==> config.mk <==
export PLATFORM = sky130hd
export DESIGN_NAME = pe
export DESIGN_NICKNAME = d
export VERILOG_FILES = /design/src/rtl/pe_pkg.sv /design/src/rtl/pe_pixel_match.sv /design/src/rtl/pe.sv
export SDC_FILE = /design/constraint.sdc
export NUM_CORES = 1
export LEC_CHECK = 0
export BUFFER_PORTS_ARGS = -buffer_cell sky130_fd_sc_hd__clkbuf_2
export CAP_MARGIN = 40
export CORE_MARGIN = 1.5
export CORE_UTILIZATION = 35
export CTS_CLUSTER_SIZE = 8
export DETAILED_ROUTE_END_ITERATION = 8
export PLACE_DENSITY = 0.69
export RECOVER_POWER = 100
export SLEW_MARGIN = 15
export SYNTH_ARGS = -nofsm -noshare
export SYNTH_HDL_FRONTEND = slang
export SYNTH_SLANG_ARGS = --single-unit
==> constraint.sdc <==
create_clock -name Clk -period 10.1 [get_ports Clk]
set_clock_uncertainty 0.15 [all_clocks]
set_input_delay 1.01 -clock Clk [delete_from_list [all_inputs] [get_ports Clk]]
set_output_delay 1.01 -clock Clk [all_outputs]
set_load 0.005 [all_outputs]
==> src/rtl/pe_pkg.sv <==
// Shared definitions for the background-removal processing element.
package pe_pkg;

    localparam int CHANNEL_W = 8;

    // One-hot encodings so each state bit is directly a registered flag.
    typedef enum logic [2:0] {
        SUM_INIT = 3'b001,
        SUM_BUSY = 3'b010,
        SUM_DONE = 3'b100
    } sum_state_t;

    typedef enum logic [2:0] {
        BG_INIT = 3'b001,
        BG_BUSY = 3'b010,
        BG_DONE = 3'b100
    } bg_state_t;

    // Width of a pixel index for a vector of n pixels.
    function automatic int pix_idx_w(input int n);
        return (n < 2) ? 1 : $clog2(n);
    endfunction

    // Unsigned absolute difference of two channel values.
    function automatic logic [CHANNEL_W-1:0] abs_diff(input logic [CHANNEL_W-1:0] a,
                                                      input logic [CHANNEL_W-1:0] b);
        return (a >= b) ? (a - b) : (b - a);
    endfunction

endpackage

==> src/rtl/pe_pixel_match.sv <==
// Combinational per-pixel background test: replaces a pixel whose every
// channel lies within threshold of the expected colour, otherwise passes it.
module pe_pixel_match
    import pe_pkg::*;
(
    input  logic [CHANNEL_W-1:0] pix_r,
    input  logic [CHANNEL_W-1:0] pix_g,
    input  logic [CHANNEL_W-1:0] pix_b,
    input  logic [CHANNEL_W-1:0] exp_r,
    input  logic [CHANNEL_W-1:0] exp_g,
    input  logic [CHANNEL_W-1:0] exp_b,
    input  logic [CHANNEL_W-1:0] threshold,
    input  logic [CHANNEL_W-1:0] des_r,
    input  logic [CHANNEL_W-1:0] des_g,
    input  logic [CHANNEL_W-1:0] des_b,
    output logic [CHANNEL_W-1:0] res_r,
    output logic [CHANNEL_W-1:0] res_g,
    output logic [CHANNEL_W-1:0] res_b
);

    logic is_bg;

    // Equality with the threshold still counts as background.
    always_comb begin
        is_bg = (abs_diff(pix_r, exp_r) <= threshold) &&
                (abs_diff(pix_g, exp_g) <= threshold) &&
                (abs_diff(pix_b, exp_b) <= threshold);
        if (is_bg) begin
            res_r = des_r;
            res_g = des_g;
            res_b = des_b;
        end else begin
            res_r = pix_r;
            res_g = pix_g;
            res_b = pix_b;
        end
    end

endmodule

==> src/rtl/pe.sv <==
// Background-removal processing element: a sum phase that averages the
// pixel vector per channel, and a removal phase that swaps background-like
// pixels for a replacement colour. Each phase has its own one-hot FSM.
module pe
    import pe_pkg::*;
#(
    parameter int NUM_PIXELS = 4
) (
    input  logic                              Clk,
    input  logic                              Ack,
    input  logic                              Reset,
    input  logic [CHANNEL_W-1:0]              red_exp,
    input  logic [CHANNEL_W-1:0]              green_exp,
    input  logic [CHANNEL_W-1:0]              blue_exp,
    input  logic [CHANNEL_W-1:0]              threshold,
    input  logic [CHANNEL_W-1:0]              desired_bg_r,
    input  logic [CHANNEL_W-1:0]              desired_bg_g,
    input  logic [CHANNEL_W-1:0]              desired_bg_b,
    input  logic                              Start_Sum,
    input  logic                              Start_BgRemoval,
    input  logic [CHANNEL_W*NUM_PIXELS-1:0]   red_in,
    input  logic [CHANNEL_W*NUM_PIXELS-1:0]   green_in,
    input  logic [CHANNEL_W*NUM_PIXELS-1:0]   blue_in,
    output logic [CHANNEL_W*NUM_PIXELS-1:0]   red_out,
    output logic [CHANNEL_W*NUM_PIXELS-1:0]   green_out,
    output logic [CHANNEL_W*NUM_PIXELS-1:0]   blue_out,
    output logic                              Qi,
    output logic                              Qbgi,
    output logic                              Qbg,
    output logic                              Qbgd,
    output logic                              Qsi,
    output logic                              Qs,
    output logic                              Qsd,
    output logic [CHANNEL_W*NUM_PIXELS-1:0]   red_sum,
    output logic [CHANNEL_W*NUM_PIXELS-1:0]   green_sum,
    output logic [CHANNEL_W*NUM_PIXELS-1:0]   blue_sum
);

    localparam int IDX_W = pix_idx_w(NUM_PIXELS);
    localparam int ACC_W = CHANNEL_W + IDX_W;
    localparam int VEC_W = CHANNEL_W * NUM_PIXELS;
    localparam logic [IDX_W-1:0] LAST_IDX = IDX_W'(NUM_PIXELS - 1);

    sum_state_t sum_state, sum_next;
    bg_state_t  bg_state, bg_next;

    logic [IDX_W-1:0] sum_idx, bg_idx;
    logic             sum_last, bg_last, bg_start;

    logic [ACC_W-1:0] acc_r, acc_g, acc_b;
    logic [ACC_W-1:0] acc_r_nxt, acc_g_nxt, acc_b_nxt;

    logic [CHANNEL_W-1:0] px_r  [NUM_PIXELS];
    logic [CHANNEL_W-1:0] px_g  [NUM_PIXELS];
    logic [CHANNEL_W-1:0] px_b  [NUM_PIXELS];
    logic [CHANNEL_W-1:0] out_r [NUM_PIXELS];
    logic [CHANNEL_W-1:0] out_g [NUM_PIXELS];
    logic [CHANNEL_W-1:0] out_b [NUM_PIXELS];
    logic [CHANNEL_W-1:0] res_r, res_g, res_b;

    // Unpack the input vectors and pack the output slots.
    always_comb begin
        for (int i = 0; i < NUM_PIXELS; i++) begin
            px_r[i] = red_in  [i*CHANNEL_W +: CHANNEL_W];
            px_g[i] = green_in[i*CHANNEL_W +: CHANNEL_W];
            px_b[i] = blue_in [i*CHANNEL_W +: CHANNEL_W];
            red_out  [i*CHANNEL_W +: CHANNEL_W] = out_r[i];
            green_out[i*CHANNEL_W +: CHANNEL_W] = out_g[i];
            blue_out [i*CHANNEL_W +: CHANNEL_W] = out_b[i];
        end
    end

    assign sum_last  = (sum_idx == LAST_IDX);
    assign bg_last   = (bg_idx == LAST_IDX);
    // A removal run may not begin while the average is still being built.
    assign bg_start  = Start_BgRemoval && (sum_state != SUM_BUSY);

    // Running totals including the pixel being added this clock, so the
    // final average can be registered on the same edge that enters done.
    assign acc_r_nxt = acc_r + ACC_W'(px_r[sum_idx]);
    assign acc_g_nxt = acc_g + ACC_W'(px_g[sum_idx]);
    assign acc_b_nxt = acc_b + ACC_W'(px_b[sum_idx]);

    // Sum FSM state register.
    always_ff @(posedge Clk or posedge Reset) begin
        if (Reset) sum_state <= SUM_INIT;
        else       sum_state <= sum_next;
    end

    // Sum FSM next-state logic.
    always_comb begin
        sum_next = sum_state;
        case (sum_state)
            SUM_INIT: if (Start_Sum) sum_next = SUM_BUSY;
            SUM_BUSY: if (sum_last)  sum_next = SUM_DONE;
            SUM_DONE: if (Ack)       sum_next = SUM_INIT;
            default:                 sum_next = SUM_INIT;
        endcase
    end

    // Sum datapath: accumulate one pixel per clock, register the average on the last.
    always_ff @(posedge Clk or posedge Reset) begin
        if (Reset) begin
            acc_r     <= '0;
            acc_g     <= '0;
            acc_b     <= '0;
            sum_idx   <= '0;
            red_sum   <= '0;
            green_sum <= '0;
            blue_sum  <= '0;
        end else begin
            case (sum_state)
                SUM_INIT: begin
                    if (Start_Sum) begin
                        acc_r   <= '0;
                        acc_g   <= '0;
                        acc_b   <= '0;
                        sum_idx <= '0;
                    end
                end
                SUM_BUSY: begin
                    acc_r   <= acc_r_nxt;
                    acc_g   <= acc_g_nxt;
                    acc_b   <= acc_b_nxt;
                    sum_idx <= sum_idx + 1'b1;
                    if (sum_last) begin
                        red_sum   <= {{(VEC_W-CHANNEL_W){1'b0}}, acc_r_nxt[ACC_W-1:IDX_W]};
                        green_sum <= {{(VEC_W-CHANNEL_W){1'b0}}, acc_g_nxt[ACC_W-1:IDX_W]};
                        blue_sum  <= {{(VEC_W-CHANNEL_W){1'b0}}, acc_b_nxt[ACC_W-1:IDX_W]};
                    end
                end
                default: ;
            endcase
        end
    end

    // Bg FSM state register.
    always_ff @(posedge Clk or posedge Reset) begin
        if (Reset) bg_state <= BG_INIT;
        else       bg_state <= bg_next;
    end

    // Bg FSM next-state logic.
    always_comb begin
        bg_next = bg_state;
        case (bg_state)
            BG_INIT: if (bg_start) bg_next = BG_BUSY;
            BG_BUSY: if (bg_last)  bg_next = BG_DONE;
            BG_DONE: if (Ack)      bg_next = BG_INIT;
            default:               bg_next = BG_INIT;
        endcase
    end

    pe_pixel_match u_match (
        .pix_r     (px_r[bg_idx]),
        .pix_g     (px_g[bg_idx]),
        .pix_b     (px_b[bg_idx]),
        .exp_r     (red_exp),
        .exp_g     (green_exp),
        .exp_b     (blue_exp),
        .threshold (threshold),
        .des_r     (desired_bg_r),
        .des_g     (desired_bg_g),
        .des_b     (desired_bg_b),
        .res_r     (res_r),
        .res_g     (res_g),
        .res_b     (res_b)
    );

    // Bg datapath: write one processed pixel per clock into its output slot.
    always_ff @(posedge Clk or posedge Reset) begin
        if (Reset) begin
            bg_idx <= '0;
            for (int i = 0; i < NUM_PIXELS; i++) begin
                out_r[i] <= '0;
                out_g[i] <= '0;
                out_b[i] <= '0;
            end
        end else begin
            case (bg_state)
                BG_INIT: begin
                    if (bg_start) bg_idx <= '0;
                end
                BG_BUSY: begin
                    out_r[bg_idx] <= res_r;
                    out_g[bg_idx] <= res_g;
                    out_b[bg_idx] <= res_b;
                    bg_idx        <= bg_idx + 1'b1;
                end
                default: ;
            endcase
        end
    end

    assign Qsi  = (sum_state == SUM_INIT);
    assign Qs   = (sum_state == SUM_BUSY);
    assign Qsd  = (sum_state == SUM_DONE);
    assign Qbgi = (bg_state == BG_INIT);
    assign Qbg  = (bg_state == BG_BUSY);
    assign Qbgd = (bg_state == BG_DONE);
    assign Qi   = Qsi && Qbgi;

endmodule

After elaboration in Yosys (flattened, before gate mapping)
Index checks and enable logic that the tools add are counted.
{"block": "word_totals", "reg_bits": 160, "latch_bits": 0, "mem_bits_rw": 0, "mem_bits_ro": 0, "inputBits": 157, "output_inout_bits": 199, "word_cells": 115, "mem_count": 0}
{"block": "classes", "add_sub_neg": 11, "multipliers": 0, "n_div": 0, "order_cmp": 9, "n_eq_ne": 15, "n_shift": 0, "n_mux": 44, "bitwise_logic": 2, "n_reduce_logical": 12}
{"operator": "2-to-1 mux 8 bit", "n": 19}
{"operator": "binary-select mux 8 bit (select 2 bit)", "n": 6}
{"operator": "bitwise mux 32 bit", "n": 3}
{"operator": "case mux 10 bit (2 select lines)", "n": 3}
{"operator": "subtractor 8 bit", "n": 6}
{"operator": "adder 10 x 8 -> 10 bit", "n": 3}
{"operator": ">= comparator 8 bit", "n": 3}
{"operator": "<= comparator 8 bit", "n": 3}
{"operator": "case mux 3 bit (3 select lines)", "n": 2}
{"operator": "demux 8 bit (select 2 bit)", "n": 1}
{"operator": "2-to-1 mux 3 bit", "n": 5}
{"operator": "2-to-1 mux 10 bit", "n": 1}
{"operator": "case mux 2 bit (2 select lines)", "n": 2}
{"operator": "== test 3 x 1 -> 1 bit (second input constant)", "n": 2}
{"operator": "== test 3 x 2 -> 1 bit (second input constant)", "n": 2}
{"operator": "== test 3 bit (second input constant)", "n": 2}
{"operator": ">= comparator 3 bit (second input constant)", "n": 2}
{"operator": "!= test 2 x 1 -> 1 bit (second input constant)", "n": 3}
{"operator": "!= test 2 bit (second input constant)", "n": 3}
{"operator": "inverter 2 -> 3 bit", "n": 2}
{"operator": "AND reduction 2 bit", "n": 3}
{"operator": "AND reduction 3 bit", "n": 2}
{"operator": "logical AND 1 bit", "n": 5}
{"operator": "adder 2 x 1 -> 2 bit (second input constant)", "n": 2}
{"operator": "5 further kinds", "n": 8}

Depth between registers and ports, before layout
{"block": "depth", "depth_word": 11, "ltp_mapped": 21, "depth_no_buf": 18}

Cells and area by module
Synthesis repeated with hierarchy kept, for this count alone.
{"block": "unflattened", "hier_cells": 1005, "hier_area_um2": 12055.3}
{"mod": "pe", "n_inst": 1, "cells_each": 667, "area_per_inst_um2": 9252.6, "seq_area_each_um2": 4006.3}
{"mod": "pe_pixel_match", "n_inst": 1, "cells_each": 338, "area_per_inst_um2": 2802.7, "seq_area_each_um2": 0.0}

Worst setup path after synthesis
No wires, ideal clock.
{"block": "synth_path", "path_kind": "in2reg", "startpoint": "input green_in[24]", "endpoint": "register out_g (netlist bit green_out[24])", "setup_ps": 141, "t_arrival_ps": 4943, "required_time_ps": 9809, "setup_slack_ps": 4866, "stages": 19, "path_buffers": 1, "path_cell_list": "mux4_2 inv_1 ha_1 inv_1 fa_1 nand3_1 a31oi_1 a211oi_4 mux2i_1 o221ai_2 xnor2_1 ha_1 a21oi_1 o21ai_0 mux2_2 o31a_1 buf_2 o31ai_2 a31oi_1"}
{"block": "synth_between", "elab_chain_len": 10, "word_cells_on_any_way": 12, "classes_between": "add/sub: 2; order compare: 2; mux: 6; reduce/logical: 2"}
{"item": "start, declared", "line": "pe.sv:22", "source": "input logic [CHANNEL_W*NUM_PIXELS-1:0] green_in,"}
{"item": "binary-select mux 8 bit (select 2 bit) *", "line": "pe.sv:156", "source": ".pix_g (px_g[bg_idx]),"}
{"item": "2-to-1 mux 8 bit (implied by the code) * (2 in a row)", "line": "pe.sv:156"}
{"item": "subtractor 8 bit or >= comparator 8 bit (tied branches)", "line": "pe_pkg.sv:27", "source": "return (a >= b) ? (a - b) : (b - a);"}
{"item": "2-to-1 mux 8 bit", "line": "pe_pkg.sv:27"}
{"item": "<= comparator 8 bit", "line": "pe_pixel_match.sv:26", "source": "(abs_diff(pix_g, exp_g) <= threshold) &&"}
{"item": "logical AND 1 bit", "line": "pe_pixel_match.sv:25", "source": "is_bg = (abs_diff(pix_r, exp_r) <= threshold) &&"}
{"item": "logical AND 1 bit", "line": "pe_pixel_match.sv:26"}
{"item": "2-to-1 mux 8 bit *", "line": "pe_pixel_match.sv:28", "source": "if (is_bg) begin"}
{"item": "bitwise mux 32 bit *", "line": "pe.sv:186", "source": "out_g[bg_idx] <= res_g;"}
{"item": "end signal, assigned by index", "line": "pe.sv:186"}
{"item": "end, declared", "line": "pe.sv:57", "source": "logic [CHANNEL_W-1:0] out_g [NUM_PIXELS];"}
Every way passes the cells marked *; elsewhere a longest branch is shown, timed or not. The select of a mux whose other input is x is not followed.
A chain may end at the register's enable or synchronous reset.

Final worst setup path
{"block": "layout_path", "startpoint": "register bg_idx[1]", "endpoint": "register out_b (netlist bit blue_out[10])"}
{"block": "layout_between", "elab_chain_len": 11, "word_cells_on_any_way": 34, "classes_between": "add/sub: 6; order compare: 8; mux: 16; bitwise: 1; reduce/logical: 3"}
{"item": "start, declared", "line": "pe.sv:47", "source": "logic [IDX_W-1:0] sum_idx, bg_idx;"}
{"item": "start signal, assigned", "line": "pe.sv:188", "source": "bg_idx <= bg_idx + 1'b1;"}
{"item": "inverter 2 -> 3 bit (implied by the code) *"}
{"item": "binary-select mux 8 bit (select 2 bit) (on tied branches)", "line": "pe.sv:155, pe.sv:156"}
{"item": "2-to-1 mux 8 bit (on tied branches) (2 in a row)", "line": "pe.sv:155, pe.sv:156"}
{"item": "subtractor 8 bit or >= comparator 8 bit (tied branches)", "line": "pe_pkg.sv:27"}
{"item": "2-to-1 mux 8 bit", "line": "pe_pkg.sv:27"}
{"item": "<= comparator 8 bit (on tied branches)", "line": "pe_pixel_match.sv:25, pe_pixel_match.sv:26"}
{"item": "logical AND 1 bit", "line": "pe_pixel_match.sv:25"}
{"item": "logical AND 1 bit", "line": "pe_pixel_match.sv:26"}
{"item": "2-to-1 mux 8 bit", "line": "pe_pixel_match.sv:28"}
{"item": "bitwise mux 32 bit *", "line": "pe.sv:187", "source": "out_b[bg_idx] <= res_b;"}
{"item": "end signal, assigned by index", "line": "pe.sv:187"}
{"item": "end, declared", "line": "pe.sv:58", "source": "logic [CHANNEL_W-1:0] out_b [NUM_PIXELS];"}
Marks and branches as above.

==> summary by stage <==
Timing
The number of hold violations in the final report came to 0. The slew at the pin closest to its max-slew limit is 4.54 ns. Setup repair after global routing left no endpoint under its margin.

The sum of negative setup slack is 0 ns. The routed design could run at a clock period as short as 7.17 ns. The worst-case headroom to the max-slew limit is -203%. Derived from the worst setup path, the maximum achievable clock frequency is 0.139 GHz. In the finished design, the share of the clock period the worst path needs comes to 71.0%. The least setup slack across all paths after layout is 2.93 ns.

The worst hold slack across all endpoints is 0.317 ns. The number of slew-limit violations in the final report is 156. Setup violations remaining at the end of the flow were counted as 0.

Cells and area
Leaving out filler cells and counting taps, the final layout contains 1899. The proportion of layout cells with a drive suffix above 1 is 20.2%. The sequential cell area in the final layout is 4010 sq um.

The area taken by multi-input logic gates is 6750 sq um. The number of nets in the final layout is 1706. The area added between synthesis and finish is 17.4%. Counting the fill cells in the layout gives 3284.

Synth
The number of warnings reported in the yosys synthesis log is 0. The prevailing post-synth register cell is sky130_fd_sc_hd__dfrtp_1. Synthesis produced a netlist whose cell count is 1186. The fraction of post-synthesis cell area in the top cell type by area is 33.7%. The average cell area after synthesis is 9.89 sq um. The number of library cell types mapped by synthesis is 63. The number of enable-type register cells in the synthesized netlist is 0. The share of async-settable or async-resettable flops after synthesis is 100%. By area the synthesized netlist is led by sky130_fd_sc_hd__dfrtp_1 34%, sky130_fd_sc_hd__ha_1 10%, sky130_fd_sc_hd__mux4_2 9.2%, sky130_fd_sc_hd__a31oi_1 5.8%, sky130_fd_sc_hd__buf_4 4.7%. The largest total area in the synthesized netlist belongs to sky130_fd_sc_hd__dfrtp_1. After synthesis the cells add up to 11700 sq um.

The number of synthesized register bits is 160. Of the synthesized area, sequential elements account for 34.1%.

Setup path
The worst register-to-register path ends at blue_out[10]$_DFFE_PP0P_. The worst setup path is captured at a flop. The worst register-to-register path has a depth of 19. The flop-to-flop setup slack is 2.93 ns. The worst register-to-register path begins at bg_idx[1]$_DFFE_PP0P_.

Along the worst path, the maximum fanout reaches 24. By startpoint and endpoint, the worst setup path is classified as reg2reg. At the worst endpoint, the required time is 10.23 ns. The kind of start point of the critical path is a flop. For the worst setup path, the data arrival time is 7.30 ns.

Clocking
In this run the deepest clock path goes through 2 buffers. In this run, post-CTS hold repair placed 0 buffers. The cell at the root of the clock tree is sky130_fd_sc_hd__clkbuf_16. Counting every sink on the clock net gives 160. The clock edge transition at the registers on the reported setup and hold paths is 0.07 ns. The level count of the clock H-tree is 4. TritonCTS built the clock tree. The total CTS buffers is 17. The clock latency at the later pin of the worst-skew pair is 0.43 ns.

The number of setup buffers added after CTS is 0. Gates resized during post-CTS repair numbered 0.

Die
The height of the chip is 186 um. The total I/O pin count is 356. Row generation in the floorplan step produced 66 rows. The die covers 34600 sq um. Once the floorplan was initialized, standard cells occupied 35.8% of the core.

The floorplan step defined a core boundary enclosing 32800 sq um. The floorplan step set the die width to 186 um.

Route
The post-route DRC violation count is 0. The final layout contains routed wiring with a total length of 35.0 mm. The remaining number of nets flagged by the antenna check after routing is 0. The count of routing violations after the opening detailed-route iteration is 520. The number of vias after detailed routing is 10100. The ratio of routed vias to standard cells is 5.30. The average wire per standard cell is 18.5 um. The length of the first detailed-routing pass in iterations is 5.

Global routing
The total grt overflow is 0. Global routing used 20.2% of the available tracks across all layers. The largest net degree at the start of global routing is 89. The initial antenna violation count is 5. The via count of the first global-routing pass came to 9822. The first global-routing pass estimated 53.7 mm of wire.

Pwr
In this run the static leakage power is 6.16 nW. In this run the power density over the cells is 345 nW/um^2. Across the VDD grid, the largest voltage drop is 0.000194 V.

Placed design
The count of input and output buffers is 283. The weighted congestion at the end of routability-driven global placement is 0.907. Before CTS, the worst setup slack after placement is 3.86 ns. Including well taps, the total number of placed cells is 1864. The detailed-placement wirelength estimate is 28.0 mm.

Hold path
The tightest min-delay check is of the reg2reg type. Counting instances, the worst hold path has a depth of 1. The worst hold path begins at sum_state[2]$_DFFE_PP0P_.

The sink of the worst hold path is sum_state[1]$_DFFE_PP0P_.

Job
Across the run, the number of max-cap violations was 4.

Outcome
The flow ran to the end, but the final reports show violations. The checks that failed: capacitance limit, slew limit.
logic make-up (layout without fill, tap and decap cells):
family          after synthesis  count (layout)  synth area share [%]
compound gates              314             314                  19.0
simple gates                273             273                  10.9
buf+inv                     221             418                  9.74
flops                       160             160                  34.1
fa+ha+maj                   107             107                  12.0
mux                          74              74                  11.5
xor+xnor                     36              36                  2.69
other cells                   1              75                0.0320
sequential cells by signal, indices dropped and copies added (netlist names):
| signal | flops |
|---|---|
| acc_g | 10 |
| bg_state | 3 |
| sum_idx | 2 |
| bg_idx | 2 |
| acc_b | 10 |
| red_out | 32 |
| red_sum | 8 |
| green_sum | 8 |
| blue_sum | 8 |
| blue_out | 32 |
| sum_state | 3 |
| acc_r | 10 |
| green_out | 32 |
cell usage after synthesis, types with 15 or more instances:
cell type and n:
sky130_fd_sc_hd__a21o_1 15, sky130_fd_sc_hd__a21oi_1 46, sky130_fd_sc_hd__a22o_1 16, sky130_fd_sc_hd__a31oi_1 109, sky130_fd_sc_hd__buf_2 19, sky130_fd_sc_hd__buf_4 73
sky130_fd_sc_hd__clkbuf_1 42, sky130_fd_sc_hd__dfrtp_1 158, sky130_fd_sc_hd__ha_1 98, sky130_fd_sc_hd__inv_1 84, sky130_fd_sc_hd__mux2i_1 15, sky130_fd_sc_hd__mux4_2 48
sky130_fd_sc_hd__nand2_1 52, sky130_fd_sc_hd__nand4_1 35, sky130_fd_sc_hd__nor2_1 125, sky130_fd_sc_hd__o21ai_0 38, sky130_fd_sc_hd__o31ai_2 21, sky130_fd_sc_hd__xnor2_1 20
sky130_fd_sc_hd__xor2_1 16
power by group:
group | switching, W | leakage (nW) | internal [W] | total, W
registers | 0.000188 | 1.72 | 0.000901 | 0.00109
clock network | 0.000287 | 0.317 | 0.000423 | 0.000709
logic | 0.00183 | 4.12 | 0.00112 | 0.00295
layout by cell type, fill, tap and decap left out, types with 5 or more instances in the layout:
| cell | instances |
|---|---|
| sky130_fd_sc_hd__a21o_1 | 15 |
| sky130_fd_sc_hd__a21oi_1 | 47 |
| sky130_fd_sc_hd__a22o_1 | 16 |
| sky130_fd_sc_hd__a31oi_1 | 109 |
| sky130_fd_sc_hd__and2_1 | 6 |
| sky130_fd_sc_hd__buf_4 | 6 |
| sky130_fd_sc_hd__clkbuf_1 | 115 |
| sky130_fd_sc_hd__clkbuf_16 | 17 |
| sky130_fd_sc_hd__clkbuf_2 | 171 |
| sky130_fd_sc_hd__conb_1 | 72 |
| sky130_fd_sc_hd__dfrtp_1 | 157 |
| sky130_fd_sc_hd__fa_1 | 9 |
| sky130_fd_sc_hd__ha_1 | 98 |
| sky130_fd_sc_hd__inv_1 | 84 |
| sky130_fd_sc_hd__inv_6 | 5 |
| sky130_fd_sc_hd__mux2_2 | 10 |
| sky130_fd_sc_hd__mux2i_1 | 15 |
| sky130_fd_sc_hd__mux4_2 | 48 |
| sky130_fd_sc_hd__nand2_1 | 52 |
| sky130_fd_sc_hd__nand3_1 | 10 |
| sky130_fd_sc_hd__nand4_1 | 35 |
| sky130_fd_sc_hd__nor2_1 | 125 |
| sky130_fd_sc_hd__nor2b_1 | 8 |
| sky130_fd_sc_hd__nor3_1 | 5 |
| sky130_fd_sc_hd__o211ai_1 | 6 |
| sky130_fd_sc_hd__o21a_1 | 10 |
| sky130_fd_sc_hd__o21ai_0 | 38 |
| sky130_fd_sc_hd__o21bai_1 | 11 |
| sky130_fd_sc_hd__o31ai_1 | 26 |
| sky130_fd_sc_hd__or3_1 | 7 |
| sky130_fd_sc_hd__xnor2_1 | 20 |
| sky130_fd_sc_hd__xor2_1 | 16 |
routing by layer:
metal / up-vias / global-route usage, % / part of all wire (%)
met5: - / 0 / 0.094
met4: 4 / 5.84 / 1.8
met3: 48 / 5.11 / 8.0
met2: 424 / 33.4 / 48
met1: 4871 / 26.0 / 42
li1: 4723 / - / -
layout make-up:
class,count,share of cell area [%]
repair buffers,302,10.8
inverters,85,2.33
diodes,3,0.0545
clock buffers,17,3.09
well taps,442,4.02
clock inverters,14,1.55
flip-flops and latches,160,29.1
multi-input cells,876,49.0
worst max-delay path, cell delays in order (launching register included):
cell and delay, ns:
sky130_fd_sc_hd__dfrtp_1 0.63, sky130_fd_sc_hd__clkbuf_1 0.91, sky130_fd_sc_hd__mux4_2 0.51, sky130_fd_sc_hd__inv_1 0.09, sky130_fd_sc_hd__ha_1 0.13, sky130_fd_sc_hd__inv_1 0.06
sky130_fd_sc_hd__fa_1 0.38, sky130_fd_sc_hd__nand3_1 0.10, sky130_fd_sc_hd__a31oi_1 0.11, sky130_fd_sc_hd__a211oi_1 1.18, sky130_fd_sc_hd__mux2_1 0.44, sky130_fd_sc_hd__o221ai_1 0.23
sky130_fd_sc_hd__xor2_1 0.22, sky130_fd_sc_hd__ha_1 0.27, sky130_fd_sc_hd__nand4_1 0.16, sky130_fd_sc_hd__a21oi_1 0.09, sky130_fd_sc_hd__o22a_1 0.22, sky130_fd_sc_hd__buf_4 0.22
sky130_fd_sc_hd__o31ai_1 0.71, sky130_fd_sc_hd__a31oi_1 0.20
worst max path at each step:
stage,endpoint,slack [ns],cells after the start,start
floorplan,acc_b[0]$_DFFE_PP0P_,4.62,1,Reset
global placement,blue_out[30]$_DFFE_PP0P_,3.94,19,bg_idx[0]$_DFFE_PP0P_
detailed placement,blue_out[22]$_DFFE_PP0P_,3.86,20,green_in[24]
CTS,blue_out[6]$_DFFE_PP0P_,4.05,20,bg_idx[0]$_DFFE_PP0P_
global route,blue_out[24]$_DFFE_PP0P_,2.34,19,bg_idx[1]$_DFFE_PP0P_
finish,blue_out[10]$_DFFE_PP0P_,2.93,19,bg_idx[1]$_DFFE_PP0P_
through the flow:
stage / total power [W] / cell area [sq um] / utilization [%]
floorplan: 0.00324 / 12000 / -
global placement: 0.00408 / 13300 / 40.4
finish: 0.00475 / 13800 / 42.0
CTS: 0.00491 / 14100 / 43.0
detailed placement: 0.00419 / 13400 / 41.0
global route: 0.00515 / 13800 / 42.0
Power figures use the tool's default switching activity.
